`src/rtl/wait_time_display_mux.sv`:
```
// Wait-time display driver: binary to BCD via shift-add-3,
// multiplexed common-anode 7-segment scan with blanking/overflow.
module wait_time_display_mux #(
    parameter int BIN_W       = 8,
    parameter int DIGITS      = 3,
    parameter int REFRESH_DIV = 50000,
    parameter int LZB         = 1
) (
    input  logic              clk,
    input  logic              rst_n,
    input  logic [BIN_W-1:0]  bin_in,
    input  logic              load,
    output logic              busy,
    output logic              done,
    output logic              ovf,
    output logic [6:0]        seg,
    output logic [DIGITS-1:0] an
);

    localparam int BW  = 4 * DIGITS;
    localparam int SW  = BW + 4;
    localparam int CW  = $clog2(REFRESH_DIV);
    localparam int IW  = (DIGITS > 1) ? $clog2(DIGITS) : 1;
    localparam int STW = $clog2(BIN_W + 1);
    localparam int unsigned MAXV = 10 ** DIGITS - 1;

    typedef enum logic [1:0] {IDLE, SHIFT, COMMIT} state_t;

    state_t           state, state_n;
    logic [BIN_W-1:0] bin_q;
    logic [SW-1:0]    scr, scr_adj;
    logic [STW-1:0]   step;
    logic             ovf_pend;
    logic [BW-1:0]    bcd;

    logic [CW-1:0]    cnt;
    logic [IW-1:0]    idx;
    logic [3:0]       nib;
    logic             lz;
    logic [6:0]       seg_n;
    logic [DIGITS-1:0] an_n;

    assign busy = (state == SHIFT);

    always_comb begin
        scr_adj = scr;
        for (int i = 0; i <= DIGITS; i++) begin
            if (scr[4*i +: 4] >= 4'd5)
                scr_adj[4*i +: 4] = scr[4*i +: 4] + 4'd3;
        end
    end

    always_comb begin
        state_n = state;
        case (state)
            IDLE:    if (load) state_n = SHIFT;
            SHIFT:   if (step == STW'(BIN_W - 1)) state_n = COMMIT;
            COMMIT:  state_n = IDLE;
            default: state_n = IDLE;
        endcase
    end

    always_ff @(posedge clk or negedge rst_n) begin
        if (!rst_n)
            state <= IDLE;
        else
            state <= state_n;
    end

    always_ff @(posedge clk or negedge rst_n) begin
        if (!rst_n) begin
            bin_q    <= '0;
            scr      <= '0;
            step     <= '0;
            ovf_pend <= 1'b0;
            bcd      <= '0;
            ovf      <= 1'b0;
            done     <= 1'b0;
        end else begin
            done <= 1'b0;
            case (state)
                IDLE: begin
                    if (load) begin
                        bin_q    <= bin_in;
                        scr      <= '0;
                        step     <= '0;
                        ovf_pend <= 32'(bin_in) > MAXV;
                    end
                end
                SHIFT: begin
                    scr   <= SW'({scr_adj, bin_q[BIN_W-1]});
                    bin_q <= bin_q << 1;
                    step  <= step + 1'b1;
                end
                COMMIT: begin
                    bcd  <= scr[BW-1:0];
                    ovf  <= ovf_pend;
                    done <= 1'b1;
                end
                default: ;
            endcase
        end
    end

    // Digit shown at a wrap is the current index; index then advances.
    always_comb begin
        nib  = 4'd0;
        lz   = 1'b0;
        an_n = ~(DIGITS'(1) << idx);
        for (int i = 0; i < DIGITS; i++) begin
            if (IW'(i) == idx) begin
                nib = bcd[4*i +: 4];
                lz  = (LZB != 0) && (i > 0) && ((bcd >> (4*i)) == '0);
            end
        end
        case (nib)
            4'd0:    seg_n = 7'b0000001;
            4'd1:    seg_n = 7'b1001111;
            4'd2:    seg_n = 7'b0010010;
            4'd3:    seg_n = 7'b0000110;
            4'd4:    seg_n = 7'b1001100;
            4'd5:    seg_n = 7'b0100100;
            4'd6:    seg_n = 7'b0100000;
            4'd7:    seg_n = 7'b0001111;
            4'd8:    seg_n = 7'b0000000;
            4'd9:    seg_n = 7'b0000100;
            default: seg_n = 7'b1111111;
        endcase
        if (lz)
            seg_n = 7'b1111111;
        if (ovf)
            seg_n = 7'b1111110;
    end

    always_ff @(posedge clk or negedge rst_n) begin
        if (!rst_n) begin
            cnt <= '0;
            idx <= '0;
            seg <= 7'b1111111;
            an  <= '1;
        end else if (cnt == CW'(REFRESH_DIV - 1)) begin
            cnt <= '0;
            idx <= (idx == IW'(DIGITS - 1)) ? '0 : idx + 1'b1;
            seg <= seg_n;
            an  <= an_n;
        end else begin
            cnt <= cnt + 1'b1;
        end
    end

endmodule

```
`config.mk`:
```
export PLATFORM = sky130hd
export DESIGN_NAME = wait_time_display_mux
export DESIGN_NICKNAME = d
export VERILOG_FILES = /design/src/rtl/wait_time_display_mux.sv
export SDC_FILE = /design/constraint.sdc
export NUM_CORES = 1
export LEC_CHECK = 0
export ABC_AREA = 1
export CAP_MARGIN = 20
export CORE_MARGIN = 3
export CORE_UTILIZATION = 50
export DETAILED_ROUTE_END_ITERATION = 16
export PLACE_DENSITY = 0.77
export SYNTH_ARGS = -nofsm -noshare
export SYNTH_HDL_FRONTEND = slang
export SYNTH_SLANG_ARGS = --single-unit
```
`constraint.sdc`:
```
create_clock -name clk -period 2.03 [get_ports clk]
set_input_delay 0.3045 -clock clk [delete_from_list [all_inputs] [get_ports clk]]
set_output_delay 0.3045 -clock clk [all_outputs]
set_load 0.01 [all_outputs]
```
==> metrics.md, run 1 <==
| Metric | Value |
|---|---|
| Multi-input logic area | 0.00149 mm^2 |
| Mapped Area | 0.00351 mm^2 |
| DRC viols | 0 |
| DRT iter0 DRCs | 132 |
| Final setup viols | 0 |
| Slew headroom | 0.541 |
| RSZ-0062 raised after global routing | no |
| Initial Util | 0.534 |
| Fin. Hold Viols | 0 |
| Post-synthesis net count | 459 |
| CP Class | register to output pin |
| Max Fclk | 0.523 GHz |
| Mapped Cells | 434 |
| R2R cell count | 13 |
| Layout cells sized above 1 | 0.121 |
| Unique masters post-synth | 37 |
| Pre-CTS setup slack | 0.128 ns |
| Fill count | 558 |
| IR drop worst, VDD | 826 uV |
| CP endpoint kind | output pin |
| CP startpoint kind | register |
| Slew Limit Fails | 0 |
| Routability cong. | 0.843 |
| Root Driver | clkbuf_8 |
| Period minus WS final | 1.91 ns |
| Drt wl/cell | 11.8 um |
| Post-synth EDFFs | 0 |
| Core region area | 0.00657 mm^2 |
| Yosys warns | 0 |
| Total CTS buffers | 9 |
| H-Tree Depth | 3 |
| Worst Hold Launch | cnt[0] |
| Syn-to-layout area delta | 15.6% |
| Initial antenna violation count | 0 |
| Total leakage power | 2.01 nW |
| Antenna viol nets, final | 0 |
| Status | completed |
| Measured slew at the worst slew-check pin | 0.686 ns |
| Total Wirelength | 6.64 mm |
| Most common cell after layout, fill and taps aside | nand2_1 |
| Critical Path AT | 1.61 ns |
| CTS tree | built |
| Dominant synthesized flop cell | dfrtp_1 |
| Hold Crit Depth | 1 |
| Commonest cells after routing, fill and taps aside | 91 x nand2_1, 65 x inv_1, 57 x dfrtp_1 |
| Total gr overflow | 0 |
| # IOs | 24 |
| Chip height | 89.8 um |
| Hold endpoint | cnt[0] |
| Pin count of the biggest net entering global routing | 25 |
| Clock Skew | 0.00629 ns |
| Part of the Yosys area used for sequential elements | 0.481 |
| PnR worst setup slack | 0.117 ns |
| Post-CTS Setup Bufs | 0 |
| Clock sink total | 67 |
| Total Routing Usage GR | 0.178 |
| Worst hold slack | 0.452 ns |
| Register area | 0.00169 mm^2 |
| Max Buffers Root-to-Sink | 2 |
| Post-DR vias/cell | 5.05 |
| First-pass GRT wire length | 11.8 mm |
| CP Max Fanout | 10 |
| Ant. Diodes | 0 |
| Flop-to-flop setup slack | 0.29 ns |
| DRT Pass-1 Iters | 4 |
| Power per cell area | 1110 mW/mm^2 |
| Post-synthesis register bit count | 67 |
| Worst endpoint required time | 1.73 ns |
| Reg2reg end | seg[3] |
| Routed vias | 2841 |
| FP Rows | 29 |
| FFs w/ async S/R, synth | 1.00 |
| Maxcap violations | 0 |
| Worst-Skew Late Latency | 0.35 ns |
| IO Port Bufs | 22 |
| Setup TNS | 0 ns |
| Clock transition at the registers of the reported paths | 0.07 ns |
| HPWL Detailed | 4.94 mm |
| Reg-to-Reg Start | idx[0] |
| Final nets | 490 |
| Vias in the first global route | 2708 |
| Hold crit path type | register to register |
| Mean post-synth cell area | 8.08 um^2 |
| Die width | 89.8 um |
| Fin crit share | 0.942 |
| Full die area | 0.00806 mm^2 |
==> synthesized netlist by cell type (2+ instances only) <==
library cell	n	area, um^2
nand2_1	91	342
inv_1	66	248
dfrtp_1	57	1430
nor2_1	47	176
o21ai_0	35	175
nand3_1	23	115
ha_1	14	175
a21oi_1	12	60.1
dfstp_2	10	263
inv_2	9	33.8
xor2_1	7	61.3
nand4_1	6	37.5
nor3_1	6	30.0
o221ai_1	6	52.6
buf_2	4	20.0
clkbuf_1	4	15.0
nand2_2	3	18.8
nor2_2	3	18.8
nor2_4	3	33.8
o32ai_1	3	26.3
or2_2	3	18.8
a31oi_1	2	12.5
nor4_1	2	12.5
o21a_1	2	15.0
o21ai_1	2	10.0
o22ai_1	2	12.5
o31ai_1	2	15.0
==> stage by stage <==
stage                     instances  cell area [um^2]  utilization  power, mW
after floorplan                 434              3510            -       3.09
after global placement          546              3860        0.588       3.45
after detailed placement        546              3860        0.588       3.53
after CTS                       563              4050        0.616       4.53
after global routing            563              4060        0.618       4.95
final                           563              4060        0.618       4.51
==> worst max-delay path by stage <==
stage | to | startpoint | slack (ns)
after CTS | busy | state[1] | 0.0009
final | busy | state[1] | 0.12
after detailed placement | seg[3] | idx[0] | 0.13
after global placement | seg[6] | idx[0] | 0.27
after global routing | busy | state[1] | 0.03
after floorplan | seg[3] | idx[0] | 0.36
==> critical path: stages (launching register included) <==
cell,delay [ns]
dfrtp_1,0.37
inv_2,0.10
nand2_1,0.11
inv_4,0.13
clkdlybuf4s50_1,0.55
==> area by class of cell <==
type	count	share of cell area
inverters	75	0.0700
flip-flops and latches	67	0.416
clock buffers	14	0.0401
multi-input cells	282	0.368
clock inverters	2	0.00247
well taps	93	0.0287
repair buffers	30	0.0746
==> sequential cells by signal, summed over array words and instances, names as in the netlist <==
signal  count
idx         2
step        4
bcd        12
seg         7
an          3
scr        12
done        1
cnt        16
bin_q       8
state       2
==> metal layers <==
metal,vias to the layer above,part of all wire,track usage
li1,1450,-,-
met1,1322,0.46,0.213
met2,57,0.49,0.304
met3,12,0.036,0.0509
met4,0,0.018,0.0728
met5,-,0,0
==> power by group <==
group	internal, mW	total, mW	switching, mW
sequential	1.67	1.89	0.214
clock	0.507	0.981	0.473
combinational	0.625	1.64	1.02
total	2.80	4.51	1.71
==> cell families (layout without fill, tap and decap cells) <==
| group | count (synthesis) | after routing | synth area share |
|---|---|---|---|
| flops | 67 | 67 | 0.481 |
| simple gates | 191 | 191 | 0.240 |
| fa+ha+maj | 14 | 14 | 0.0499 |
| xor+xnor | 7 | 7 | 0.0175 |
| other cells | 1 | 1 | 0.00107 |
| compound gates | 69 | 69 | 0.115 |
| buf+inv | 85 | 121 | 0.0956 |
==> repair_timing <==
item / CTS / global route
gates resized for setup: 0 / 4
setup endpoints to repair: 0 / 4
hold buffers: 1 / 0
hold endpoints to repair: 10 / 0
No activity file was read; power rests on OpenSTA's default activity.
==> run 2: changes to the inputs <==
--- a/config.mk
+++ b/config.mk
@@ -7,5 +7,4 @@
 export LEC_CHECK = 0
 export ABC_AREA = 1
-export CAP_MARGIN = 20
 export CORE_MARGIN = 3
 export CORE_UTILIZATION = 50
==> constraint.sdc (replaced) <==
create_clock -name clk -period 2.03 [get_ports clk]
set_input_delay 0.3045 -clock clk [delete_from_list [all_inputs] [get_ports clk]]
set_output_delay 0.3045 -clock clk [all_outputs]
set_load 0.1 [all_outputs]
==> metrics.md, run 2 (same netlist as run 1, synthesis figures left out) <==
| Metric | Value |
|---|---|
| Met2 usage | 0.312 (was 0.304) |
| Largest regs | cnt x16, bcd x12, scr x12 (unchanged) |
| CTS tree | built (unchanged) |
| Power per cell area | 1180 mW/mm^2 (was 1110 mW/mm^2) |
| CP Max Fanout | 10 (unchanged) |
| R2R cell count | 13 (unchanged) |
| Fin. Hold Viols | 0 (unchanged) |
| Fill count | 561 (was 558) |
| Final nets | 491 (was 490) |
| HPWL Detailed | 4.91 mm (was 4.94 mm) |
| CP startpoint kind | register (unchanged) |
| Worst endpoint required time | 1.73 ns (about the same) |
| Fin crit share | 0.930 (was 0.942) |
| Measured slew at the worst slew-check pin | 0.753 ns (was 0.686 ns) |
| Commonest cells after routing, fill and taps aside | 91 x nand2_1, 66 x inv_1, 57 x dfrtp_1 (was 91 x nand2_1, 65 x inv_1, 57 x dfrtp_1) |
| Total leakage power | 2.06 nW (was 2.01 nW) |
| Status | completed (unchanged) |
| Initial Util | 0.534 (unchanged) |
| Most common cell after layout, fill and taps aside | nand2_1 (unchanged) |
| Reg with most FFs | cnt (unchanged) |
| FP Rows | 29 (unchanged) |
| Die width | 89.8 um (unchanged) |
| DRC viols | 0 (unchanged) |
| Clock transition at the registers of the reported paths | 0.07 ns (about the same) |
| Max Buffers Root-to-Sink | 2 (unchanged) |
| Pin count of the biggest net entering global routing | 26 (was 25) |
| Vias in the first global route | 2837 (was 2708) |
| Pre-CTS setup slack | 0.181 ns (was 0.128 ns) |
| Worst-Skew Late Latency | 0.35 ns (about the same) |
| Hold crit path type | register to register (unchanged) |
| GRT met1 Usage | 0.209 (was 0.213) |
| H-Tree Depth | 3 (unchanged) |
| CP Class | register to output pin (unchanged) |
| Antenna viol nets, final | 0 (unchanged) |
| Ant. Diodes | 0 (unchanged) |
| Max Fclk | 0.530 GHz (was 0.523 GHz) |
| Setup TNS | 0 ns (unchanged) |
| Total CTS buffers | 9 (unchanged) |
| Met3 GRT Util | 0.0634 (was 0.0509) |
| First-pass GRT wire length | 12.1 mm (was 11.8 mm) |
| Non-Filler Instances | 564 (was 563) |
| Most Crowded Layer GR | met2 (unchanged) |
| Full die area | 0.00806 mm^2 (unchanged) |
| Clock Skew | 0.00418 ns (was 0.00629 ns) |
| DRT Pass-1 Iters | 4 (unchanged) |
| Core region area | 0.00657 mm^2 (unchanged) |
| # IOs | 24 (unchanged) |
| Total Routing Usage GR | 0.182 (was 0.178) |
| Slew Limit Fails | 0 (unchanged) |
| Max FFs per register | 16 (unchanged) |
| Chip height | 89.8 um (unchanged) |
| Slew headroom | 0.496 (was 0.541) |
| Layout cells sized above 1 | 0.153 (was 0.121) |
| Maxcap violations | 0 (unchanged) |
| Routed vias | 2848 (was 2841) |
| Post-DR vias/cell | 5.05 (about the same) |
| Syn-to-layout area delta | 16.3% (was 15.6%) |
| Total Wirelength | 6.75 mm (was 6.64 mm) |
| IR drop worst, VDD | 1070 uV (was 826 uV) |
| Critical Path AT | 1.58 ns (was 1.61 ns) |
| Post-CTS Setup Bufs | 0 (unchanged) |
| IO Port Bufs | 22 (unchanged) |
| Total gr overflow | 0 (unchanged) |
| Clock sink total | 67 (unchanged) |
| Hold Crit Depth | 1 (unchanged) |
| Placed cell count | 547 (was 546) |
| PnR worst setup slack | 0.143 ns (was 0.117 ns) |
| DRT iter0 DRCs | 151 (was 132) |
| Initial antenna violation count | 0 (unchanged) |
| Root Driver | clkbuf_8 (unchanged) |
| Util after Layout | 0.621 (was 0.618) |
| Routability cong. | 0.858 (was 0.843) |
| CP endpoint kind | output pin (unchanged) |
| Drt wl/cell | 12.0 um (was 11.8 um) |
| Final setup viols | 0 (unchanged) |
| Period minus WS final | 1.89 ns (was 1.91 ns) |
==> run 2: cell count changes in the layout (fill, tap and decap cells not counted), sizes merged <==
cell	before	now
clkdlybuf4s50	21	9
clkbuf	14	12
clkinvlp	0	1
bufinv	0	1
buf	8	21
==> run 2: final timing paths <==
check                               end      from  slack (ns)
min in group asynchronous       cnt[14]     rst_n        0.48
worst max register to register   seg[3]    idx[0]        0.25
max in group asynchronous        scr[0]     rst_n        1.04
worst max-delay path               busy  state[1]        0.14
worst min-delay path             cnt[0]    cnt[0]        0.46
worst min register to register   cnt[0]    cnt[0]        0.46
==> run 2: critical path: stages, from the launching register on <==
cell	delay (ns)
dfrtp_1	0.36
inv_1	0.16
nand2_1	0.29
inv_4	0.23
buf_12	0.19
==> run 2: metrics by stage <==
step / power, mW / instance area, um^2 / hold WS, ns
after CTS: 4.84 / 4080 / 0.460
after floorplan: 3.18 / 3510 / 0.00891
final: 4.81 / 4080 / 0.457
after global routing: 5.23 / 4080 / 0.474
after global placement: 3.59 / 3850 / 0.316
after detailed placement: 3.65 / 3850 / 0.321
==> run 2: timing repair <==
item                       4_1_cts  5_1_grt
hold endpoints to repair        10        0
setup endpoints to repair        0        4
hold buffers                     1        0
gates resized for setup          0        2
==> run 2: per-layer routing <==
metal / vias up / routed length (um)
met5: - / 0
met4: 0 / 165
met3: 18 / 313
met2: 61 / 3220
met1: 1318 / 3050
li1: 1451 / -
==> run 2: final cells by class <==
cell class,instances,area (um^2),area share
Sequential cell,67,1690,0.414
Clock inverter,4,47.5,0.0116
Timing Repair Buffer,31,293,0.0717
Multi-Input combinational cell,282,1490,0.364
Tap cell,93,116,0.0285
Inverter,75,284,0.0696
Clock buffer,12,165,0.0405
==> run 2: report_power, final <==
part / switching (mW) / internal [mW] / total (mW)
sequential: 0.207 / 1.67 / 1.88
clock: 0.507 / 0.663 / 1.17
combinational: 1.11 / 0.656 / 1.77
